**src/rtl/pipeline_pkg.sv**
```systemverilog
// Shared pipeline definitions: hazard classification and default stall timeout.
package pipeline_pkg;

  localparam int unsigned STALL_LIMIT_DEFAULT = 16;

  typedef enum logic [1:0] {
    HS_NONE    = 2'b00,
    HS_STALL   = 2'b01,
    HS_FLUSH   = 2'b10,
    HS_TIMEOUT = 2'b11
  } hazard_state_t;

  // Register 0 is hardwired, so a match on it never creates a dependency.
  function automatic logic reg_match(input logic [4:0] a, input logic [4:0] b);
    return (a != 5'd0) && (a == b);
  endfunction

endpackage

```
**src/rtl/hazard_event_counter.sv**
```systemverilog
// 32-bit event counter that saturates at all-ones instead of wrapping.
module hazard_event_counter (
  input  logic        clk,
  input  logic        rst_n,
  input  logic        en,
  output logic [31:0] count
);

  logic [31:0] count_q;
  logic [31:0] count_d;

  // Next count: increment on enable unless already saturated.
  always_comb begin
    count_d = count_q;
    if (en && (count_q != 32'hFFFF_FFFF)) begin
      count_d = count_q + 32'd1;
    end else begin
      count_d = count_q;
    end
  end

  // Count register.
  always_ff @(posedge clk or negedge rst_n) begin
    if (!rst_n) begin
      count_q <= 32'd0;
    end else begin
      count_q <= count_d;
    end
  end

  assign count = count_q;

endmodule

```
**src/rtl/hazard_detection_unit.sv**
```systemverilog
// Load-use / branch-operand / MDU stall detection, taken-branch flush control,
// registered hazard class, event counters and a sticky stall-timeout flag.
module hazard_detection_unit
  import pipeline_pkg::*;
#(
  parameter int unsigned STALL_LIMIT = STALL_LIMIT_DEFAULT
) (
  input  logic        clk,
  input  logic        rst_n,
  input  logic [4:0]  rs_id,
  input  logic [4:0]  rt_id,
  input  logic        uses_rt_id,
  input  logic        branch_id,
  input  logic        branch_taken_id,
  input  logic [4:0]  rd_ex,
  input  logic [4:0]  rt_ex,
  input  logic        regwrite_ex,
  input  logic        memread_ex,
  input  logic [4:0]  rd_mem,
  input  logic        memread_mem,
  input  logic        mdu_busy,
  output logic        pc_write,
  output logic        ifid_write,
  output logic        ifid_flush,
  output logic        idex_bubble,
  output logic [1:0]  hazard_state,
  output logic [31:0] stall_count,
  output logic [31:0] flush_count,
  output logic        stall_timeout
);

  localparam int unsigned RUN_W = (STALL_LIMIT < 1) ? 1 : $clog2(STALL_LIMIT + 1);
  localparam logic [RUN_W-1:0] RUN_MAX = RUN_W'(STALL_LIMIT);

  logic             load_use_s;
  logic             branch_dep_s;
  logic             stall_s;
  logic             flush_s;
  logic             timeout_hit_s;
  logic [RUN_W-1:0] run_q;
  logic [RUN_W-1:0] run_d;
  hazard_state_t    state_q;
  logic             stall_timeout_q;

  // Hazard detection; a branch resolved in ID needs both operands forwarded-ready.
  always_comb begin
    load_use_s   = memread_ex &&
                   (reg_match(rt_ex, rs_id) || (uses_rt_id && reg_match(rt_ex, rt_id)));
    branch_dep_s = branch_id &&
                   ((regwrite_ex && (reg_match(rd_ex, rs_id) || reg_match(rd_ex, rt_id))) ||
                    (memread_mem && (reg_match(rd_mem, rs_id) || reg_match(rd_mem, rt_id))));
    stall_s      = load_use_s || branch_dep_s || mdu_busy;
    flush_s      = branch_taken_id && !stall_s;
  end

  // Pipeline enables; stall wins over a taken branch.
  always_comb begin
    pc_write    = 1'b1;
    ifid_write  = 1'b1;
    ifid_flush  = 1'b0;
    idex_bubble = 1'b0;
    if (stall_s) begin
      pc_write    = 1'b0;
      ifid_write  = 1'b0;
      idex_bubble = 1'b1;
    end else if (flush_s) begin
      ifid_flush  = 1'b1;
    end else begin
      pc_write    = 1'b1;
    end
  end

  // Consecutive-stall run length, saturating at the limit.
  always_comb begin
    run_d = '0;
    if (stall_s) begin
      if (run_q == RUN_MAX) begin
        run_d = run_q;
      end else begin
        run_d = run_q + RUN_W'(1);
      end
    end else begin
      run_d = '0;
    end
    timeout_hit_s = stall_s && (run_d == RUN_MAX);
  end

  // Hazard class FSM with run counter and sticky timeout flag.
  always_ff @(posedge clk or negedge rst_n) begin
    if (!rst_n) begin
      state_q         <= HS_NONE;
      run_q           <= '0;
      stall_timeout_q <= 1'b0;
    end else begin
      run_q           <= run_d;
      stall_timeout_q <= stall_timeout_q | timeout_hit_s;
      if (timeout_hit_s) begin
        state_q <= HS_TIMEOUT;
      end else if (stall_s) begin
        state_q <= HS_STALL;
      end else if (flush_s) begin
        state_q <= HS_FLUSH;
      end else begin
        state_q <= HS_NONE;
      end
    end
  end

  assign hazard_state  = state_q;
  assign stall_timeout = stall_timeout_q;

  hazard_event_counter u_stall_counter (
    .clk   (clk),
    .rst_n (rst_n),
    .en    (stall_s),
    .count (stall_count)
  );

  hazard_event_counter u_flush_counter (
    .clk   (clk),
    .rst_n (rst_n),
    .en    (flush_s),
    .count (flush_count)
  );

endmodule

```
**config.mk**
```make
export PLATFORM = sky130hd
export DESIGN_NAME = hazard_detection_unit
export DESIGN_NICKNAME = d
export VERILOG_FILES = /design/src/rtl/pipeline_pkg.sv /design/src/rtl/hazard_event_counter.sv /design/src/rtl/hazard_detection_unit.sv
export SDC_FILE = /design/constraint.sdc
export NUM_CORES = 1
export LEC_CHECK = 0
export CORE_ASPECT_RATIO = 0.5
export CORE_MARGIN = 5
export CORE_UTILIZATION = 45
export CTS_CLUSTER_DIAMETER = 120
export DETAILED_ROUTE_END_ITERATION = 12
export HOLD_SLACK_MARGIN = 0.15
export PLACE_DENSITY = 0.76
export SLEW_MARGIN = 10
export SYNTH_ARGS = -nofsm -noshare
export SYNTH_HDL_FRONTEND = slang
export SYNTH_SLANG_ARGS = --single-unit
export TNS_END_PERCENT = 1
```
**constraint.sdc**
```tcl
create_clock -name clk -period 5.98 [get_ports clk]
set_input_delay 0.598 -clock clk [delete_from_list [all_inputs] [get_ports clk]]
set_output_delay 0.598 -clock clk [all_outputs]
set_load 0.02 [all_outputs]
```
== Word-level counts from Yosys, hierarchy flattened ==
Index checks and enable logic that the tools add are counted.

* Register bits after elaboration: 72
* Input port bits: 34
* Output and inout bits: 71

* $add $sub $neg: 3
* Eq/ne operators: 10
* Mux-type cells: 9
* Bitwise gates (word level): 1
* Reductions and logical operators: 25

{| class="wikitable"
|+ Operator list
! cell !! number
|-
| $add A32 B1 Y32 const B || 2
|-
| $ne A32 B32 Y1 const B || 2
|-
| $eq A5 B5 Y1 || 6
|-
| $logic_and A1 B1 Y1 || 15
|-
| $reduce_bool A5 Y1 || 3
|-
| $eq A5 B5 Y1 const B || 2
|-
| $mux W5 || 2
|-
| $logic_or A1 B1 Y1 || 6
|-
| $mux W2 || 3
|-
| $add A5 B1 Y5 const B || 1
|-
| $mux W1 || 4
|-
| $logic_not A1 Y1 || 1
|-
| $or A1 B1 Y1 || 1
|}

== Logic depth before layout (Yosys ltp) ==
* Depth in word-level cells: 13
* Mapped depth: 9
* Gate-level depth less buffers: 8

== Hierarchy ==
From an unflattened synthesis, not the netlist that was laid out.

* Cells, all modules: 396
* Area, all modules: 4096.4 µm²

{| class="wikitable"
|+ By module, submodules not included
! module !! instances !! cells an instance !! area an instance (µm²) !! seq. area each (µm²)
|-
| hazard_event_counter || 2 || 151 || 1624.1 || 800.8
|-
| hazard_detection_unit || 1 || 94 || 848.3 || 200.2
|}

== Worst setup path after synthesis ==
OpenSTA, ideal clock, no wires.

* Kind: in2out
* From: input port rt_ex[1]
* To: output port ifid_flush
* Arrival: 2.430 ns
* Required time: 5.382 ns
* Slack: 2.952 ns
* Stages: 7
* Buffers on the path: 1
* Cell sequence: or4_1 o21ai_0 o22a_1 and2_1 clkbuf_1 inv_2 nor2_1

* Longest elaborated chain between the ends: 11
* Elaborated cells on any way between the ends: 14
* Those cells by class: eq/ne (2); mux (2); reduce/logical (10)

{| class="wikitable"
|+ Ends and longest elaborated chain
! what !! line !! text
|-
| from (decl) || hazard_detection_unit.sv:16 || <nowiki>input logic [4:0] rt_ex,</nowiki>
|-
| $eq A5 B5 Y1 or $reduce_bool A5 Y1 (tied branches) || pipeline_pkg.sv:15 || <nowiki>return (a != 5'd0) && (a == b);</nowiki>
|-
| $logic_and A1 B1 Y1 || pipeline_pkg.sv:15 ||
|-
| $logic_and A1 B1 Y1 || hazard_detection_unit.sv:48 || <nowiki>(reg_match(rt_ex, rs_id) || (uses_rt_id && reg_match(rt_ex, rt_id)));</nowiki>
|-
| $logic_or A1 B1 Y1 (*) || hazard_detection_unit.sv:48 ||
|-
| $logic_and A1 B1 Y1 (*) || hazard_detection_unit.sv:47 || <nowiki>load_use_s = memread_ex &&</nowiki>
|-
| $logic_or A1 B1 Y1 (*) (2 in a row) || hazard_detection_unit.sv:52 || <nowiki>stall_s = load_use_s || branch_dep_s || mdu_busy;</nowiki>
|-
| $logic_not A1 Y1 || hazard_detection_unit.sv:53 || <nowiki>flush_s = branch_taken_id && !stall_s;</nowiki>
|-
| $logic_and A1 B1 Y1 || hazard_detection_unit.sv:53 ||
|-
| $mux W1 || hazard_detection_unit.sv:66 || <nowiki>end else if (flush_s) begin</nowiki>
|-
| $mux W1 (*) || hazard_detection_unit.sv:62 || <nowiki>if (stall_s) begin</nowiki>
|-
| to (decl) || hazard_detection_unit.sv:24 || <nowiki>output logic ifid_flush,</nowiki>
|}

Mark *: on every way between the ends. The rest lies on a longest branch, timed or not.

== Worst setup path after layout ==
Same ends and word-level chain as after synthesis.

==> summary.md <==
| Metric | Value |
|---|---|
| Total global-route track usage | `17.9%` |
| DRC viols | `0` |
| Die Span X | `139 microns` |
| Worst r2r src | `u_flush_counter.count[0]` |
| Hold Vio Cnt, Final | `0` |
| Share of the yosys chip area belonging to registers | `between 40 and 50%` |
| Worst path depth | `8` |
| Mux cell area share after synthesis | `0.903%` |
| First-pass GRT wire length | `between 10,000 and 15,000 microns` |
| Clock skew | `0.00699 ns` |
| Outcome | `finished clean` |
| TritonCTS Buffers | `9` |
| Tcrit/Tclk final | `62.9%` |
| Share of cells above drive strength 1 | `between 5 and 6%` |
| # rows | `23` |
| CTS tree | `done` |
| Crit-path cells | `clkdlybuf4s50_1, or4_1, o21ai_0, o22a_1, and2_1, inv_2, nor2_1, clkdlybuf4s50_1` |
| WL/cell | `15.5 microns` |
| Worst slew pin tran | `0.905 ns` |
| Area share of the largest cell type after synthesis | `48.2%` |
| Adder-Cell Fraction of Synth Area | `1.34%` |
| Max stage delay on crit path | `0.61 ns` |
| Postcts setup bufs | `0` |
| Pins Over Slew Limit | `0` |
| Final min period | `3.76 ns` |
| GP Congestion | `a little over 0.9` |
| Max Fclk | `266 MHz` |
| # H-tree levels | `3` |
| Final Setup Violations | `0` |
| Worst vdd ir | `0.190 mV` |
| Mean post-synth cell area | `10.5 sq um` |
| Top area cells in the synthesized netlist | `dfrtp_1 48%, xnor2_1 17%, xor2_1 5.4%` |
| Mapped Cells | `355` |
| Crit-path most repeated cell | `clkdlybuf4s50_1` |
| Placed Area | `between 0.004 and 0.005 sq mm` |
| Area of the core | `0.00806 sq mm` |
| Pwr Density | `around 290 mW/mm^2` |
| Vias post-DR | `2,989` |
| Largest family of logic cells by synthesized area | `simple AND/OR/NAND/NOR gates` |
| Largest net degree at the start of global routing | `73` |
| Worst Path Max Fanout | `8` |
| # clock sinks | `between 70 and 80` |
| Initial DRC Count | `183` |
| HPWL after detailed placement | `6560 microns` |
| Number of synthesized flops with an enable pin | `0` |
| Die H | `74.5 microns` |
| WL final | `8950 microns` |
| Pre-antenna DRT Iters | `4` |
| Worst setup endpoint | `ifid_flush` |
| Synth async-reset ratio | `100%` |
| N_diodes | `0` |
| R2R setup slack | `between 3 and 4 ns` |
| Vias in the first global route | `2,963` |
| Initial Util | `46.4%` |
| Total grt overflow | `0` |
| Crit path DAT | `3.16 ns` |
| Initial antenna violation count | `0` |
| Final core utilization | `65.0%` |
| Detail Route Antenna Nets | `0` |
| RSZ-0062 raised after global routing | `false` |
| Register area | `0.00180 sq mm` |
| Max-Cap Viols | `0` |
| DIE AREA | `between 0.01 and 0.015 sq mm` |
| Fill count | `~660` |
| Area Growth Syn to Fin | `39.9%` |
| Final Cell Area | `roughly 0.0052 sq mm` |
| Slew margin rel. | `about two fifths` |
| Cell family with most CP delay | `buffers and inverters` |
| Worst skew pair latency | `0.33 ns` |
| IO Pins | `105` |
| Simple-gate share of the synthesized area | `23.0%` |
| CTS Buffer Depth | `2` |
| Pleak | `2.17 nW` |
| Post-synth top cells | `72 x dfrtp_1, 72 x xnor2_1, 31 x nand4_1` |
| Via-per-instance ratio | `between 5 and 6` |
| Layout Nets | `500` |
| CP Launch Type | `input port` |
| Post_cts resized | `0` |
| HP Class | `input port to asynchronous set/reset pin` |
| CP Capture Type | `output pin` |
| Worst Reg2Reg Path Length in Cells | `8` |
| Worst-path clk slew | `~0.050 ns` |
| Kind of critical path | `input port to output pin` |
| Synth Register Bits | `72` |
| Library cells used by synthesis | `36` |
| Worst endpoint required time | `5.38 ns` |
| Setup TNS | `0 ns` |
| Worst reg2reg path endpoint | `u_flush_counter.count[11]` |
| Main synth FF type | `dfrtp_1` |
| Mapped Area | `0.00374 sq mm` |
| Net Count, Synth | `just under 400` |
| Footprint of the multi-input gates | `roughly 0.0019 sq mm` |
| IO buf count | `104` |
| Area leader, netlist | `dfrtp_1` |
| Ys Warns | `0` |
| Compound-gate portion of the synthesized area | `2.27%` |
| Worst setup startpoint | `rt_ex[1]` |
| Post-synthesis xor/xnor area fraction | `22.2%` |
| Critical path's slowest cell | `clkdlybuf4s50_1` |
| CTS root buffer | `clkbuf_16` |
| Buf/Inv on CP | `3` |
| Hold buffer count at cts | `0` |
-- per-stage QoR --
step | instances | setup slack (ns) | power (mW) | hold WS, ns
4_1_cts | 579 | 2.20 | 1.56 | 0.472
6_report | 579 | 2.22 | 1.54 | 0.467
3_5_place_dp | 563 | 2.21 | 0.928 | 0.457
3_3_place_gp | 563 | 2.22 | 0.924 | 0.449
5_1_grt | 579 | 2.00 | 1.61 | 0.492
2_1_floorplan | 355 | 2.95 | 0.766 | 0.302
-- how the worst min path moves through the flow --
stage | to | slack, ns | cells after the start
6_report | u_stall_counter.count[17] | 0.47 | 2
5_1_grt | stall_timeout | 0.49 | 1
4_1_cts | stall_timeout | 0.47 | 1
3_5_place_dp | stall_timeout | 0.46 | 1
3_3_place_gp | stall_timeout | 0.45 | 1
2_1_floorplan | hazard_state[0] | 0.30 | 0
-- per-layer routing --
layer / vias to the layer above / track usage, % / share of wire, %
met3: 11 / 4.75 / 4.1
li1: 1464 / - / -
met4: 0 / 5.53 / 1.0
met5: - / 0 / 0
met2: 53 / 29.1 / 47
met1: 1461 / 23.9 / 48
-- power by group --
part	internal, mW	switching, mW
sequential	0.535	0.0658
clock	0.421	0.205
combinational	0.159	0.158
total	1.11	0.429
-- layout make-up --
cell class | count | share of cell area, %
repair buffers | 106 | 20.1
clock inverters | 6 | 2.20
inverters | 6 | 0.430
well taps | 112 | 2.68
multi-input cells | 267 | 35.6
flip-flops and latches | 72 | 34.4
clock buffers | 10 | 4.57
-- sequential cells by signal, indices dropped and copies added (netlist names) --
register,count
stall_timeout,1
u_flush_counter.count,32
u_stall_counter.count,32
run_q,5
hazard_state,2
-- placed cells by master, fill, tap and decap left out, types with 2 or more instances in the layout --
| master | instances |
|---|---|
| o22ai_1 | 2 |
| mux2_2 | 2 |
| dfrtp_1 | 72 |
| nor2_1 | 13 |
| nand3_1 | 28 |
| and2_1 | 6 |
| and4_1 | 7 |
| clkdlybuf4s50_1 | 103 |
| nand2b_1 | 3 |
| xor2_1 | 23 |
| nand2_1 | 20 |
| nor3_1 | 8 |
| o21ai_0 | 2 |
| buf_4 | 2 |
| clkbuf_16 | 9 |
| bufinv_16 | 3 |
| inv_1 | 5 |
| xnor2_1 | 72 |
| or4_1 | 2 |
| nand4_1 | 31 |
| and3_1 | 28 |
| ha_1 | 4 |
| nor4_1 | 2 |
-- logic make-up after synthesis --
logic type / after synthesis
buf+inv: 16
simple gates: 153
xor+xnor: 95
fa+ha+maj: 4
mux: 3
compound gates: 12
flops: 72
(Power assumes the default switching activity.)
